File: config.mk
export PLATFORM = sky130hd
export DESIGN_NAME = id_ex_reg
export DESIGN_NICKNAME = d
export VERILOG_FILES = /design/src/rtl/id_ex_reg.sv
export SDC_FILE = /design/constraint.sdc
export NUM_CORES = 1
export LEC_CHECK = 0
export CORE_MARGIN = 2
export CORE_UTILIZATION = 40
export DETAILED_ROUTE_END_ITERATION = 16
export PLACE_DENSITY = 0.86
export SYNTH_ARGS = -nofsm -noshare
export SYNTH_HDL_FRONTEND = slang
export SYNTH_SLANG_ARGS = --single-unit
File: constraint.sdc
create_clock -name clk -period 2.4 [get_ports clk]
set_input_delay 0.24 -clock clk [delete_from_list [all_inputs] [get_ports clk]]
set_output_delay 0.24 -clock clk [all_outputs]
set_load 0.02 [all_outputs]
File: src/rtl/id_ex_reg.sv
// ID/EX pipeline register: latches the decode bundle into EX, detects load-use hazards,
// injects bubbles on stall or flush and keeps a saturating count of injected bubbles.
module id_ex_reg #(
  parameter int DATA_W = 32,
  parameter int REG_AW = 5,
  parameter int CNT_W  = 16
) (
  input  logic              clk,
  input  logic              rst_n,
  input  logic              id_valid,
  input  logic [3:0]        id_aluc,
  input  logic              id_alusrca,
  input  logic              id_alusrcb,
  input  logic              id_wrback,
  input  logic              id_regdst,
  input  logic              id_memwr,
  input  logic              id_regwr,
  input  logic              id_use_rs,
  input  logic              id_use_rt,
  input  logic [REG_AW-1:0] id_rs,
  input  logic [REG_AW-1:0] id_rt,
  input  logic [REG_AW-1:0] id_rd,
  input  logic [4:0]        id_sa,
  input  logic [DATA_W-1:0] id_rs_data,
  input  logic [DATA_W-1:0] id_rt_data,
  input  logic [DATA_W-1:0] id_imm,
  input  logic [DATA_W-1:0] id_pc4,
  input  logic              hold,
  input  logic              flush,
  output logic              stall_o,
  output logic              ex_valid,
  output logic [3:0]        ex_aluc,
  output logic              ex_alusrca,
  output logic              ex_alusrcb,
  output logic              ex_wrback,
  output logic              ex_regdst,
  output logic              ex_memwr,
  output logic              ex_regwr,
  output logic              ex_use_rs,
  output logic              ex_use_rt,
  output logic [REG_AW-1:0] ex_rs,
  output logic [REG_AW-1:0] ex_rt,
  output logic [REG_AW-1:0] ex_rd,
  output logic [4:0]        ex_sa,
  output logic [DATA_W-1:0] ex_rs_data,
  output logic [DATA_W-1:0] ex_rt_data,
  output logic [DATA_W-1:0] ex_imm,
  output logic [DATA_W-1:0] ex_pc4,
  output logic [REG_AW-1:0] ex_dest,
  output logic [CNT_W-1:0]  bubble_cnt
);

  // Control encodings shared with the decode stage.
  localparam logic FROM_DM = 1'b1;
  localparam logic FROM_RT = 1'b0;
  localparam logic [CNT_W-1:0] CNT_MAX = '1;
  localparam logic [CNT_W-1:0] CNT_ONE = {{(CNT_W-1){1'b0}}, 1'b1};

  typedef struct packed {
    logic              valid;
    logic [3:0]        aluc;
    logic              alusrca;
    logic              alusrcb;
    logic              wrback;
    logic              regdst;
    logic              memwr;
    logic              regwr;
    logic              use_rs;
    logic              use_rt;
    logic [REG_AW-1:0] rs;
    logic [REG_AW-1:0] rt;
    logic [REG_AW-1:0] rd;
    logic [4:0]        sa;
    logic [DATA_W-1:0] rs_data;
    logic [DATA_W-1:0] rt_data;
    logic [DATA_W-1:0] imm;
    logic [DATA_W-1:0] pc4;
    logic [REG_AW-1:0] dest;
  } stage_t;

  stage_t id_s, ex_q;
  logic   bubble_inc;

  assign id_s = '{
    valid:   id_valid,
    aluc:    id_aluc,
    alusrca: id_alusrca,
    alusrcb: id_alusrcb,
    wrback:  id_wrback,
    regdst:  id_regdst,
    memwr:   id_memwr,
    regwr:   id_regwr,
    use_rs:  id_use_rs,
    use_rt:  id_use_rt,
    rs:      id_rs,
    rt:      id_rt,
    rd:      id_rd,
    sa:      id_sa,
    rs_data: id_rs_data,
    rt_data: id_rt_data,
    imm:     id_imm,
    pc4:     id_pc4,
    dest:    (id_regdst == FROM_RT) ? id_rt : id_rd
  };

  // A load in EX whose result ID needs now; $0 never creates a dependence.
  assign stall_o = ex_q.valid & ex_q.regwr & (ex_q.wrback == FROM_DM) & (ex_q.dest != '0)
                 & ((id_use_rs & (id_rs == ex_q.dest)) | (id_use_rt & (id_rt == ex_q.dest)))
                 & id_valid & ~flush;

  assign bubble_inc = flush ? id_valid : (~hold & stall_o);

  always_ff @(posedge clk) begin
    if (!rst_n) begin
      ex_q       <= '0;
      bubble_cnt <= '0;
    end else begin
      if (flush || (!hold && stall_o)) begin
        ex_q <= '0;
      end else if (!hold) begin
        ex_q <= id_s;
      end
      if (bubble_inc && (bubble_cnt != CNT_MAX)) begin
        bubble_cnt <= bubble_cnt + CNT_ONE;
      end
    end
  end

  assign ex_valid   = ex_q.valid;
  assign ex_aluc    = ex_q.aluc;
  assign ex_alusrca = ex_q.alusrca;
  assign ex_alusrcb = ex_q.alusrcb;
  assign ex_wrback  = ex_q.wrback;
  assign ex_regdst  = ex_q.regdst;
  assign ex_memwr   = ex_q.memwr;
  assign ex_regwr   = ex_q.regwr;
  assign ex_use_rs  = ex_q.use_rs;
  assign ex_use_rt  = ex_q.use_rt;
  assign ex_rs      = ex_q.rs;
  assign ex_rt      = ex_q.rt;
  assign ex_rd      = ex_q.rd;
  assign ex_sa      = ex_q.sa;
  assign ex_rs_data = ex_q.rs_data;
  assign ex_rt_data = ex_q.rt_data;
  assign ex_imm     = ex_q.imm;
  assign ex_pc4     = ex_q.pc4;
  assign ex_dest    = ex_q.dest;

endmodule

==> impl_metrics.tcl, run 1 <==
set metrics [dict create \
    hpwl_mm 15.2 \
    crit_type "reg2reg" \
    layout_common_cells "clkdlybuf4s50_1 (345), dfxtp_1 (182), nor2_1 (174), mux2i_1 (171), buf_4 (21)" \
    num_rows 47 \
    drv_cap 0 \
    fin_nets 1184 \
    drc 0 \
    fill_cells 1277 \
    cp.required_ps 2750 \
    worst_pin_slew_ps 655 \
    finClkSkew_ps 9.94 \
    intPower_uw 5080 \
    critical_path.max_fanout 19 \
    status "finished clean" \
    drt-total-wl_mm 20.9 \
    max_stage_delay_ps 520 \
    io_buffers 347 \
    stdcell_area_um2 11300 \
    overflow 0 \
    hold_violations 0 \
    holdBufCountCts 0 \
    syn_nets 835 \
    place_area_um2 10600 \
    yosys_warnings 0 \
    cts_made_buffers 17 \
    gp_congestion 0.886 \
    vdd_drop_max_uv 481 \
    cp_slowest_cell "or4_1" \
    p_per_area_nw_per_um2 605 \
    place_ws_ps -389 \
    synth-seq-cells 182 \
    critical_path_arrival_ps 2680 \
    initial_core_util_pct 41.0 \
    wl_per_cell_um 16.7 \
    crit_buf_inv 1 \
    cts_root_buffer "clkbuf_16" \
    critPathTopFamily "simple AND/OR/NAND/NOR gates" \
    clock_latency_ps 420 \
    cts_sinks 182 \
    setup_viol 0 \
    die_w_um 135 \
    syn2layout_area_growth_pct 65.3 \
    syn_area_per_cell_um2 10.2 \
    grt_pass1_wl_mm 31.5 \
    fin_crit_sh_pct 96.8 \
    antenna_found_initial 1 \
    synth_edf_count 0 \
    grt_usage_pct 22.2 \
    die_h_um 135 \
    pwr-share-comb_pct 15.0 \
    p_sw_share_pct 25.6 \
    synthCells 669 \
    p_switching_uw 1750 \
    grt_max_degree 89 \
    rsz0062_at_grt "true" \
    whs_ps 109 \
    htree_num_levels 4 \
    antenna_left 0 \
    cts_buffer_depth 2 \
    power_uw 6830 \
    via_count 6150 \
    initialDrtViolationCount 246 \
    p_clk_share_pct 38.7 \
    die_area_um2 18100 \
    endpoint_kind "register" \
    core_um2 16600 \
    final_common_cell "clkdlybuf4s50_1" \
    path_clk_slew_ps 70 \
    finalWorstSetupSlack_ps 75.9 \
    first_pass_iters 4 \
    leakage_uw 0.00465 \
    synth-seq-area-share_pct 53.4 \
    synthFlopType "dfxtp_1" \
    drv_slew 0 \
    ff2ff_setup_slack_ps 80 \
    cts_tree "built" \
    grt_pass1_vias 6152 \
    slew_headroom_pct 56.3 \
    seqPwrFrac_pct 46.3 \
    drive_gt1_share_pct 6.60 \
    synth_cell_types 31 \
    ios 348 \
    crit_chain "xor2_1 -> nor4_2 -> buf_4 -> a32oi_1 -> o31a_4 -> or4_1 -> a21oi_1" \
    fin_crit_ps 2320 \
    startpoint_type "register" \
    clock.fmax_ghz 0.430 \
    ys_async_sr_fraction_pct 0 \
    via_per_inst 4.91 \
    worstHoldPathType "in2reg" \
    syn-cell-area_um2 6830 \
]
==> worst paths after layout <==
check	start	to	depth (start not counted)
max	ex_dest[4]$_SDFFE_PP0N_	bubble_cnt[4]$_SDFFE_PN0P_	7
min	hold	ex_rs[4]$_SDFFE_PP0N_	3
max reg2reg	ex_dest[4]$_SDFFE_PP0N_	bubble_cnt[4]$_SDFFE_PN0P_	7
min reg2reg	ex_imm[13]$_SDFFE_PP0N_	ex_imm[13]$_SDFFE_PP0N_	2
==> cell usage after synthesis (5+ instances only) <==
| library cell | count | area [um^2] |
|---|---|---|
| nand2_1 | 10 | 37.5 |
| nand2b_1 | 5 | 31.3 |
| a21oi_1 | 14 | 70.1 |
| xor2_1 | 8 | 70.1 |
| nand3_1 | 8 | 40.0 |
| buf_2 | 18 | 90.1 |
| or4_1 | 8 | 60.1 |
| clkbuf_1 | 27 | 101 |
| mux2i_1 | 171 | 1710 |
| o31ai_1 | 7 | 52.6 |
| dfxtp_1 | 182 | 3640 |
| nor2_1 | 174 | 653 |
==> worst min-delay path, delay by kind of cell <==
kind                   cells  cell delay (ps)
muxes                      1               70
buffers and inverters      1              110
and+or+nand+nor            1               70
==> kinds of logic (layout without fill, tap and decap cells) <==
group | count (synthesis) | count (layout) | share of synthesized area, %
buffers and inverters | 49 | 411 | 3.13
other | 0 | 1 | 0
AND/OR/NAND/NOR | 226 | 226 | 14.1
multiplexers | 171 | 171 | 25.1
adder cells (fa/ha/maj) | 1 | 1 | 0.183
XOR/XNOR | 10 | 10 | 1.28
flip-flops | 182 | 182 | 53.4
AO/OA/AOI/OAI | 30 | 30 | 2.82
==> final cells by class <==
class,count,area [um^2],share of cell area (%)
multi-input combinational,438,2990,26.5
tap,220,275,2.44
inverter,3,11.3,0.0998
clock buffer,18,439,3.89
antenna,1,2.50,0.0222
timing repair buffer,376,3800,33.7
sequential,182,3640,32.3
clock inverter,14,118,1.04
==> per-layer routing <==
metal,vias up,GRT usage (%),share of wire (%)
li1,2987,-,-
met3,48,8.75,9.0
met1,2862,23.3,38
met2,253,38.6,49
met4,0,11.0,3.8
met5,-,0,0
==> power groups by stage <==
| stage | logic (uW) | registers, uW | clock network (uW) |
|---|---|---|---|
| 3_5_place_dp | 998 | 3230 | 0 |
| 6_report | 1020 | 3160 | 2640 |
| 3_3_place_gp | 984 | 3230 | 0 |
| 2_1_floorplan | 331 | 3340 | 0 |
| 5_1_grt | 1090 | 3170 | 2830 |
| 4_1_cts | 1010 | 3160 | 2710 |
==> flip-flops by register name (all words and copies together), names as in the netlist, 16 cells and up <==
signal and count:
ex_imm 32, ex_pc4 32, ex_rs_data 32, ex_rt_data 32, bubble_cnt 16
==> repair_timing <==
item                                    in CTS  in global routing
endpoints found under the setup margin       9                 55
gates resized for setup                      3                  9
buffers inserted                             0                  1
gates cloned                                 0                  2
pin swaps                                    0                  1
==> per-stage QoR <==
stage	setup TNS [ps]	utilization (%)	instances
final	0	67.8	1252
after global routing	-1100	67.8	1252
after CTS	0	67.2	1248
after detailed placement	-35950	63.9	1216
after global placement	-27250	63.9	1216
after floorplan	0	-	669
No activity file was read; power rests on OpenSTA's default activity.
==> inputs of run 2 (changes only) <==
--- a/config.mk
+++ b/config.mk
@@ -9,6 +9,7 @@
 export CORE_UTILIZATION = 40
 export DETAILED_ROUTE_END_ITERATION = 16
 export PLACE_DENSITY = 0.86
+export SKIP_LAST_GASP = 1
 export SYNTH_ARGS = -nofsm -noshare
 export SYNTH_HDL_FRONTEND = slang
 export SYNTH_SLANG_ARGS = --single-unit
==> results of run 2 <==
The final DEF is identical to that of run 1; final timing and power are the same.
==> inputs of run 3 (changes only) <==
--- a/config.mk
+++ b/config.mk
@@ -9,6 +9,7 @@
 export CORE_UTILIZATION = 40
 export DETAILED_ROUTE_END_ITERATION = 16
 export PLACE_DENSITY = 0.86
+export REMOVE_ABC_BUFFERS = 1
 export SKIP_LAST_GASP = 1
 export SYNTH_ARGS = -nofsm -noshare
 export SYNTH_HDL_FRONTEND = slang
==> run 3 against run 2 <==
  * Largest cell class unchanged
  * Power rose by 1.3%
  * Register-to-register slack improved by 60 ps
  * Critical endpoint is now bubble_cnt[3]$_SDFFE_PN0P_
  * Highest routed layer unchanged
  * Global-route usage rose by 0.26 points
  * Wire length rose by 0.31%
  * Largest power group unchanged
  * Final cell count fell by 0.64%
  * Sequential power barely moved
==> impl_metrics.tcl, run 3 (synthesized netlist as in run 1, its figures left out) <==
set metrics [dict create \
    drc 0 \
    critical_path.max_fanout 14 \
    ios 348 \
    grt_usage_pct 22.4 \
    crit_type "reg2reg" \
    grt_pass1_vias 6137 \
    finClkSkew_ps 14.9 \
    drt-total-wl_mm 21.0 \
    via_count 6064 \
    overflow 0 \
    vdd_drop_max_uv 442 \
    drv_cap 0 \
    fin_nets 1175 \
    layout_common_cells "clkdlybuf4s50_1 (345), dfxtp_1 (181), nor2_1 (174), mux2i_1 (171), clkbuf_16 (17)" \
    stdcell_area_um2 11200 \
    wl_per_cell_um 16.8 \
    core_um2 16600 \
    die_w_um 135 \
    path_clk_slew_ps 70 \
    antenna_left 0 \
    via_per_inst 4.87 \
    initialDrtViolationCount 304 \
    die_area_um2 18100 \
    worst_pin_slew_ps 924 \
    holdBufCountCts 0 \
    gp_congestion 0.863 \
    initial_core_util_pct 41.0 \
    leakage_uw 0.00457 \
    p_per_area_nw_per_um2 619 \
    crit_buf_inv 2 \
    cts_root_buffer "clkbuf_16" \
    max_stage_delay_ps 500 \
    cts_tree "built" \
    htree_num_levels 4 \
    fin_crit_sh_pct 94.4 \
    endpoint_kind "register" \
    grt_pass1_wl_mm 31.7 \
    critical_path_arrival_ps 2560 \
    hpwl_mm 15.4 \
    io_buffers 347 \
    startpoint_type "register" \
    drive_gt1_share_pct 5.58 \
    post-route-util_pct 67.1 \
    num_rows 47 \
    cts_buffer_depth 2 \
    grt_max_degree 131 \
    cp.required_ps 2690 \
    drv_slew 0 \
    die_h_um 135 \
    syn2layout_area_growth_pct 63.7 \
    cts_sinks 182 \
    place_area_um2 10600 \
    clock_latency_ps 430 \
    cts_setup_buffers 0 \
    critPathTopFamily "compound AO/OA/AOI/OAI gates" \
    rsz0062_at_grt "true" \
    slew_headroom_pct 38.4 \
    first_pass_iters 4 \
    worstHoldPathType "in2reg" \
    antenna_found_initial 2 \
    cp_slowest_cell "dfxtp_1" \
    setup_viol 0 \
    status "finished clean" \
    clock.fmax_ghz 0.441 \
    cts_made_buffers 17 \
    final_common_cell "clkdlybuf4s50_1" \
    fin_crit_ps 2270 \
    crit_chain "xor2_1 -> nor4_2 -> a32oi_1 -> o31a_2 -> buf_12 -> buf_4 -> o31ai_1 -> a21oi_1" \
    hold_violations 0 \
]
[run 3: metal layers]
metal  wire length [um]  vias to the layer above  track usage [%]
li1                   -                     2949                -
met1               7770                     2819             23.0
met2              10500                      262             39.5
met3               2150                       34             10.2
met4                575                        0             9.42
met5                  0                        -                0
[run 3: final cells by class]
cell class	instances	area (um^2)
clock inverter	14	148
inverter	3	11.3
sequential	182	3640
fill	1338	5470
antenna	2	5.00
timing repair buffer	367	3690
tap	220	275
multi-input combinational	438	2970
clock buffer	18	429
[run 3: power by group]
| group | internal [uW] | leakage (uW) | total [uW] | switching, uW |
|---|---|---|---|---|
| Clock | 1540 | 0.000281 | 2750 | 1210 |
| Combinational | 569 | 0.00281 | 998 | 429 |
| Sequential | 3110 | 0.00148 | 3170 | 53.7 |
| Total | 5230 | 0.00457 | 6920 | 1690 |
[run 3: stage by stage]
step | setup TNS (ps) | worst slack, ps | hold WS, ps | power [uW] | cells
3_5_place_dp | -3660 | -242 | 484 | 4230 | 1210
2_1_floorplan | -301270 | -1810 | 358 | 3600 | 623
5_1_grt | -15.9 | -15.9 | 227 | 7170 | 1244
6_report | 0 | 134 | 242 | 6920 | 1244
3_3_place_gp | -1810 | -195 | 472 | 4210 | 1210
4_1_cts | 0 | 25.0 | 220 | 6980 | 1242
[run 3: final timing paths]
check,startpoint,to,slack (ps),cells after the start
setup / recovery,ex_dest[2]$_SDFFE_PP0N_,bubble_cnt[3]$_SDFFE_PN0P_,130,8
hold / removal,hold,ex_dest[0]$_SDFFE_PP0N_,240,3
setup reg to reg,ex_dest[2]$_SDFFE_PP0N_,bubble_cnt[3]$_SDFFE_PN0P_,130,8
hold reg to reg,ex_rs_data[6]$_SDFFE_PP0N_,ex_rs_data[6]$_SDFFE_PP0N_,490,2
[run 3: tightest hold or removal path: stages]
cell and delay [ps]:
buf_8 160, a21oi_1 150, nor2_1 40
[run 3: repair_timing]
action                                  CTS  global route
pin swaps                                 0             1
endpoints found under the setup margin    1            14
resized for setup                         1             4
cloned                                    0             0
